--- src/rtl/leaf_quad_arbiter.sv ---
// leaf_quad_arbiter: four single-entry page slots round-robin arbitrated into one registered BFT leaf output.
module leaf_quad_arbiter #(
    parameter int DW = 49
) (
    input  logic          clk,
    input  logic          reset_n,
    input  logic [DW-1:0] din_page_0,
    input  logic [DW-1:0] din_page_1,
    input  logic [DW-1:0] din_page_2,
    input  logic [DW-1:0] din_page_3,
    output logic          ready_page_0,
    output logic          ready_page_1,
    output logic          ready_page_2,
    output logic          ready_page_3,
    input  logic [3:0]    enable,
    output logic [DW-1:0] dout_leaf,
    input  logic          leaf_ready,
    output logic [1:0]    grant_id,
    output logic [15:0]   pkt_cnt
);
    logic [DW-1:0] din [4];
    logic [DW-2:0] slot [4];
    logic [3:0] full, ready, cap, elig, clr;
    logic [1:0] rr_ptr, gnt_idx, idx;
    logic gnt_vld, out_free, load;

    assign din[0] = din_page_0;
    assign din[1] = din_page_1;
    assign din[2] = din_page_2;
    assign din[3] = din_page_3;
    // ready comes only from flops so a page never sees a combinational path through its own data
    assign ready = enable & ~full;
    assign {ready_page_3, ready_page_2, ready_page_1, ready_page_0} = ready;
    assign cap = {din[3][DW-1], din[2][DW-1], din[1][DW-1], din[0][DW-1]} & ready;
    assign elig = full & enable;
    assign out_free = ~dout_leaf[DW-1] | leaf_ready;
    assign load = out_free & gnt_vld;
    assign clr = load ? 4'b0001 << gnt_idx : 4'b0000;

    always_comb begin
        gnt_vld = 1'b0;
        gnt_idx = rr_ptr;
        idx = rr_ptr;
        for (int i = 1; i <= 4; i++) begin
            idx = rr_ptr + 2'(i);
            if (!gnt_vld && elig[idx]) begin
                gnt_vld = 1'b1;
                gnt_idx = idx;
            end
        end
    end

    always_ff @(posedge clk or negedge reset_n) begin
        if (!reset_n) begin
            full <= 4'b0000;
            for (int k = 0; k < 4; k++) slot[k] <= '0;
            dout_leaf <= '0;
            grant_id <= 2'd0;
            rr_ptr <= 2'd3;
            pkt_cnt <= 16'd0;
        end else begin
            for (int k = 0; k < 4; k++) if (cap[k]) slot[k] <= din[k][DW-2:0];
            // a slot being captured is never full, so capture and grant-clear cannot collide
            full <= (full | cap) & ~clr;
            if (load) begin
                dout_leaf <= {1'b1, slot[gnt_idx]};
                grant_id <= gnt_idx;
                rr_ptr <= gnt_idx;
            end else if (out_free) begin
                dout_leaf[DW-1] <= 1'b0;
            end
            if (dout_leaf[DW-1] && leaf_ready) pkt_cnt <= pkt_cnt + 16'd1;
        end
    end
endmodule

--- config.mk ---
export PLATFORM = sky130hd
export DESIGN_NAME = leaf_quad_arbiter
export DESIGN_NICKNAME = d
export VERILOG_FILES = /design/src/rtl/leaf_quad_arbiter.sv
export SDC_FILE = /design/constraint.sdc
export NUM_CORES = 1
export LEC_CHECK = 0
export BUFFER_PORTS_ARGS = -buffer_cell sky130_fd_sc_hd__buf_2
export CAP_MARGIN = 20
export CORE_UTILIZATION = 58
export CTS_BUF_LIST = sky130_fd_sc_hd__clkbuf_16
export CTS_CLUSTER_SIZE = 40
export DETAILED_ROUTE_END_ITERATION = 6
export HOLD_SLACK_MARGIN = 0.03
export PLACE_DENSITY = 0.85
export SLEW_MARGIN = 20
export SYNTH_ARGS = -nofsm -noshare
export SYNTH_HDL_FRONTEND = slang
export SYNTH_SLANG_ARGS = --single-unit
export TNS_END_PERCENT = 1
--- constraint.sdc ---
create_clock -name clk -period 3.2 [get_ports clk]
set_input_delay 0.64 -clock clk [delete_from_list [all_inputs] [get_ports clk]]
set_output_delay 0.64 -clock clk [all_outputs]
set_load 0.02 [all_outputs]
# Word level (Yosys, flattened, before mapping)
# Index checks and enable logic that the tools add are counted.
# Widths: inputs -> output; s select.
[word_totals] register_bits=265 latchBits=0 ramBits=0 rom_bits=0 in_bits=203 wordCells=61 mem_count=0
[op_classes] addsub=4 mul=0 div_mod_pow=0 n_lt_le_gt_ge=5 eq_ne=0 shift=1 n_mux=22 bitwise_logic=11 reduce_logical=8
[ops] operator="$bmux 48 s2" n=1
[ops] operator="$mux 48" n=2
[ops] operator="$add 16x1->16 const B" n=1
[ops] operator="$and 4x4->4" n=4
[ops] operator="$lt 2x3->1 const B" n=4
[ops] operator="$mux 1" n=10
[ops] operator="$bmux 1 s2" n=4
[ops] operator="$mux 2" n=4
[ops] operator="$not 4->4" n=2
[ops] operator="$add 2x2->2 const B" n=2
[ops] operator="$logic_and 1x1->1" n=4
[ops] operator="$mux 4" n=1
[ops] operator="$or 4x4->4" n=1
[ops] operator="$shl 1x2->4 const A" n=1
[ops] operator="$ge 3x3->1 const B" n=1
[ops] operator="$logic_not 1->1" n=3
[ops] operator="$not 2->3" n=1
[ops] operator="$add 2x1->2 const B" n=1
[ops] operator="$reduce_bool 2->1" n=1
[ops] operator="$and 1x1->1" n=1
[ops] operator="$not 1->1" n=1
[ops] operator="$or 1x1->1" n=1

# Longest topological paths before layout
[depth] word_depth=17 ltp_mapped=7

# Worst setup path after synthesis
# OpenSTA, ideal clock, no wires.
[synth_timing] path_type="input-to-reg" from="input port enable[1]" to="register slot[123] (netlist name)" setup_ns=0.125 t_arrival_ns=1.783 t_required_ns=3.075 setup_slack_ns=1.293 cell_stages=5 path_buffers=2 path_cell_list="nor2b_1 > nand2_1 > buf_2 > buf_2 > mux2_2"
[synth_via] elab_chain_cells=2
[synth_lines] element="from (decl)" line="15" text="input logic [3:0] enable,"
[synth_lines] element="$and 4x4->4" line="32" text="assign ready = enable & ~full;"
[synth_lines] element="$and 4x4->4" line="34" text="assign cap = {din[3][DW-1], din[2][DW-1], din[1][DW-1], din[0][DW-1]} & ready;"
[synth_lines] element="to (decl)" line="22" text="logic [DW-2:0] slot [4];"
# No other way between the ends.
# A chain may end at the register's enable or synchronous reset.

# Final worst setup path
[layout_timing] from="register rr_ptr[1]" to="register dout_leaf[17]"
[layout_via] elab_chain_cells=17 word_cells_on_any_way=30 classes_between="add/sub: 3; mux: 19; bitwise: 2; reduce/logical: 6"
[layout_lines] element="from (decl)" line="24" text="logic [1:0] rr_ptr, gnt_idx, idx;"
[layout_lines] element="from (signal assigned)" line="68" text="rr_ptr <= gnt_idx;"
[layout_lines] element="$add 2x1->2" line="45" text="idx = rr_ptr + 2'(i);"
[layout_lines] element="$bmux 1 s2" line="46" text="if (!gnt_vld && elig[idx]) begin"
[layout_lines] element="$mux 1 (not written as such)" line="46"
[layout_lines] element="$mux 1" line="46"
[layout_lines] element="$logic_not 1->1" line="46"
[layout_lines] element="$logic_and 1x1->1" line="46"
[layout_lines] element="$mux 1" line="46"
[layout_lines] element="$logic_not 1->1" line="46"
[layout_lines] element="$logic_and 1x1->1" line="46"
[layout_lines] element="$mux 1" line="46"
[layout_lines] element="$logic_not 1->1" line="46"
[layout_lines] element="$logic_and 1x1->1" line="46"
[layout_lines] element="$mux 2" line="46"
[layout_lines] element="$not 2->3 (not written as such)" line="66" text="dout_leaf <= {1'b1, slot[gnt_idx]};"
[layout_lines] element="$bmux 48 s2" line="66"
[layout_lines] element="$mux 48 (not written as such) (2 in a row)" line="66"
[layout_lines] element="to (signal assigned)" line="66"
[layout_lines] element="to (decl)" line="16" text="output logic [DW-1:0] dout_leaf,"
# Parallel ways exist; a longest one is shown, timed or not. The select of a mux whose other input is x is not followed.

==> metrics <==
flip-flop cell with the highest count after synthesis=sky130_fd_sc_hd__dfrtp_1; endpoint class of the critical path=register; Tightest Pin Transition=~0.75 ns; global-route wire length before repair=between 40 and 50 mm; number of placed instances with taps included=roughly 1.3k; FF-to-FF Start=rr_ptr[1]; areal power density over the cells=~1100 mW/mm²; layout cells sized above 1=between 50% and 60%; Avg Vias per Cell=5.67; total iterations of the first detailed-routing run=5; total power consumption of the routed design=15,000 µW; upper clock frequency limit=456 MHz; Layout area overhead=21.0%; Mapped Area=between 0.01 and 0.015 mm²; Final Hold Vio Count=0; path depth of the worst reg2reg path=5; final setup violating endpoints=0; Global Route Usage Sum=27.0%; number of DRC violations after detailed routing=0; floorplan row count=slightly above 50; synthesized net count=about 990; Setup Skew=0.0163 ns; clock latency at the later pin of the worst-skew pair=~0.53 ns; number of setup buffers added after CTS=0; die width=144 µm; number of nets in the finished design=~1.3k; cell-by-cell trace of the critical path=o2bb2ai_1 -> a211oi_4 -> nand2b_4 -> buf_4 -> o221ai_2; setup slack of the most critical reg-to-reg path=1.01 ns; Core Footprint=a little under 0.02 mm²; Post-Route Hold Slack=roughly 0.054 ns; non-filler instance count after layout=1,338; worst-case headroom to the max-slew limit=49.6%; sequential fraction of the synthesis area=between 50% and 60%; clock period minus final worst setup slack=around 2.2 ns; GRT overflow=0; Distinct cells, synth=41; number of cells produced by synthesis=just under 800; worst hold path class=in -> async; leading cell types in the layout, fill and taps excluded=sky130_fd_sc_hd__buf_2, sky130_fd_sc_hd__dfrtp_1, sky130_fd_sc_hd__mux2_2, sky130_fd_sc_hd__mux2i_1, sky130_fd_sc_hd__nand2_1; number of antenna violations at the first check in global routing=6; clock tree root buffer cell=sky130_fd_sc_hd__clkbuf_16; number of pins with negative max-slew slack in the final report=0; crit-path max FO=22; die outline height=between 100 and 150 µm; number of global-route vias before repair=7,961; Vias=7,580; buffering stage count on the worst path with inverters included=1; data arrival time of the critical path=2.58 ns; DP Worst Slack=approximately 0.75 ns; setup slack after layout=slightly above 1 ns; pin count of the biggest net entering global routing=100; r2r endpoint=dout_leaf[17]; count of port buffers added during placement=between 200 and 300; clock buffers created by TritonCTS=27; clock net sink count=approximately 270; family of cells with the greatest summed delay on the critical path=compound AO/OA/AOI/OAI gates; number of nets with antenna violations after routing=0; CTS tree=done; Final Cycle Share=68.5%; length of routed met3 wiring=~1.9 mm; number of inserted filler cells in the final layout=1,324; final wirelength=27.3 mm; worst path required time=between 3 and 4 ns; routed len/inst=20.4 µm; number of gates resized after cts=0; initial detailed-routing violation count=between 200 and 300; max cap viols=0; clock slew at reported path FFs=roughly 0.060 ns; Post-Route M1 WL=between 10 and 15 mm; yosys synthesis warning count=0; CTS max path bufs=3; path type of the worst setup path=reg -> reg; leakage power of the design=0.00675 µW; Final TNS setup=0 ns; number of enable-type register cells in the synthesized netlist=0; register bit count reported by yosys=~270; Post-CTS Hold Fix Bufs=0; slowest cell on the critical path=sky130_fd_sc_hd__dfstp_2; worst voltage drop across the vdd grid=0.641 mV; Largest stage delay, worst path=roughly 0.6 ns; I/O pin cnt=274; CP Launch Type=register; syn avg cell area=approximately 15 µm²; Initial Utilization=roughly three fifths; outcome=completed; Synth async-reset ratio=100%; most common cell after layout, fill and taps aside=sky130_fd_sc_hd__buf_2; total met2 wirelength after detailed routing=13.2 mm; Final HPWL DP=~18 mm; Placer Congestion=0.777; Die Footprint=between 0.02 and 0.025 mm²; Highest Signal Layer=met5; number of H-tree levels=1; setup repair after global routing missed its margin=no
## how the worst max path moves through the flow
| stage | slack [ns] | cells past startpoint | start | end |
|---|---|---|---|---|
| global placement | 0.81 | 7 | enable[0] | dout_leaf[18] |
| detailed placement | 0.75 | 7 | enable[0] | dout_leaf[44] |
| floorplan | 1.29 | 5 | enable[1] | slot[123] |
| global route | 0.90 | 5 | rr_ptr[1] | dout_leaf[17] |
| finish | 1.01 | 5 | rr_ptr[1] | dout_leaf[17] |
| CTS | 1.01 | 5 | rr_ptr[1] | dout_leaf[16] |
## state kept, by name, indices dropped and copies added (netlist names)
register   cells
slot         192
dout_leaf     49
rr_ptr         2
grant_id       2
pkt_cnt       16
full           4
## where the power goes
group	total (µW)	switching, µW	internal (µW)	leakage [µW]
Clock	3160	1300	1860	0.000441
Combinational	5880	3040	2850	0.00311
Sequential	5950	947	5000	0.00319
Total	15000	5280	9700	0.00675
## routing by layer
layer | GRT usage, % | vias to the layer above
met5 | 0 | -
met3 | 6.00 | 53
met1 | 35.4 | 3862
met2 | 44.6 | 268
li1 | - | 3389
met4 | 8.57 | 8
## layout make-up
class                   instances  area (µm²)  area share (%)
diodes                          2        5.00          0.0355
repair buffers                288        1610            11.4
inverters                       2        7.51          0.0532
clock inverters                22         215            1.53
multi-input cells             467        4620            32.7
flip-flops and latches        265        6630            47.0
clock buffers                  27         676            4.79
well taps                     265         332            2.35
## kinds of logic after synthesis
group / Yosys count / share of synthesized area, %
xor gates and xnor gates: 15 / 1.13
adders and majority gates: 1 / 0.107
muxes: 290 / 27.0
DFF: 265 / 56.9
and+or+nand+nor: 98 / 3.94
buffers and inverters: 49 / 3.75
AOI/OAI and AO/OA: 63 / 7.18
## stage by stage
step	cell area [µm²]	util, %
6_report	14100	72.0
5_1_grt	14100	72.0
4_1_cts	14100	71.9
3_5_place_dp	13200	67.4
3_3_place_gp	13200	67.4
2_1_floorplan	11700	-
## cells in the mapped netlist, types with 2 or more instances
cell	number	area, µm²
sky130_fd_sc_hd__nor2_1	7	26.3
sky130_fd_sc_hd__xor2_1	3	26.3
sky130_fd_sc_hd__nor2b_1	3	18.8
sky130_fd_sc_hd__mux2_2	193	2170
sky130_fd_sc_hd__buf_8	4	60.1
sky130_fd_sc_hd__and3_1	5	31.3
sky130_fd_sc_hd__mux2i_1	97	971
sky130_fd_sc_hd__nand2_1	63	236
sky130_fd_sc_hd__clkbuf_1	9	33.8
sky130_fd_sc_hd__o21a_1	2	15.0
sky130_fd_sc_hd__xnor2_1	12	105
sky130_fd_sc_hd__nand3_1	6	30.0
sky130_fd_sc_hd__nand4_1	3	18.8
sky130_fd_sc_hd__a21oi_1	6	30.0
sky130_fd_sc_hd__dfrtp_1	263	6580
sky130_fd_sc_hd__dfstp_2	2	52.6
sky130_fd_sc_hd__buf_4	7	52.6
sky130_fd_sc_hd__buf_2	16	80.1
sky130_fd_sc_hd__o221ai_2	48	721
sky130_fd_sc_hd__inv_1	2	7.51
sky130_fd_sc_hd__buf_12	9	180
sky130_fd_sc_hd__buf_6	2	22.5
(Power assumes the default switching activity.)
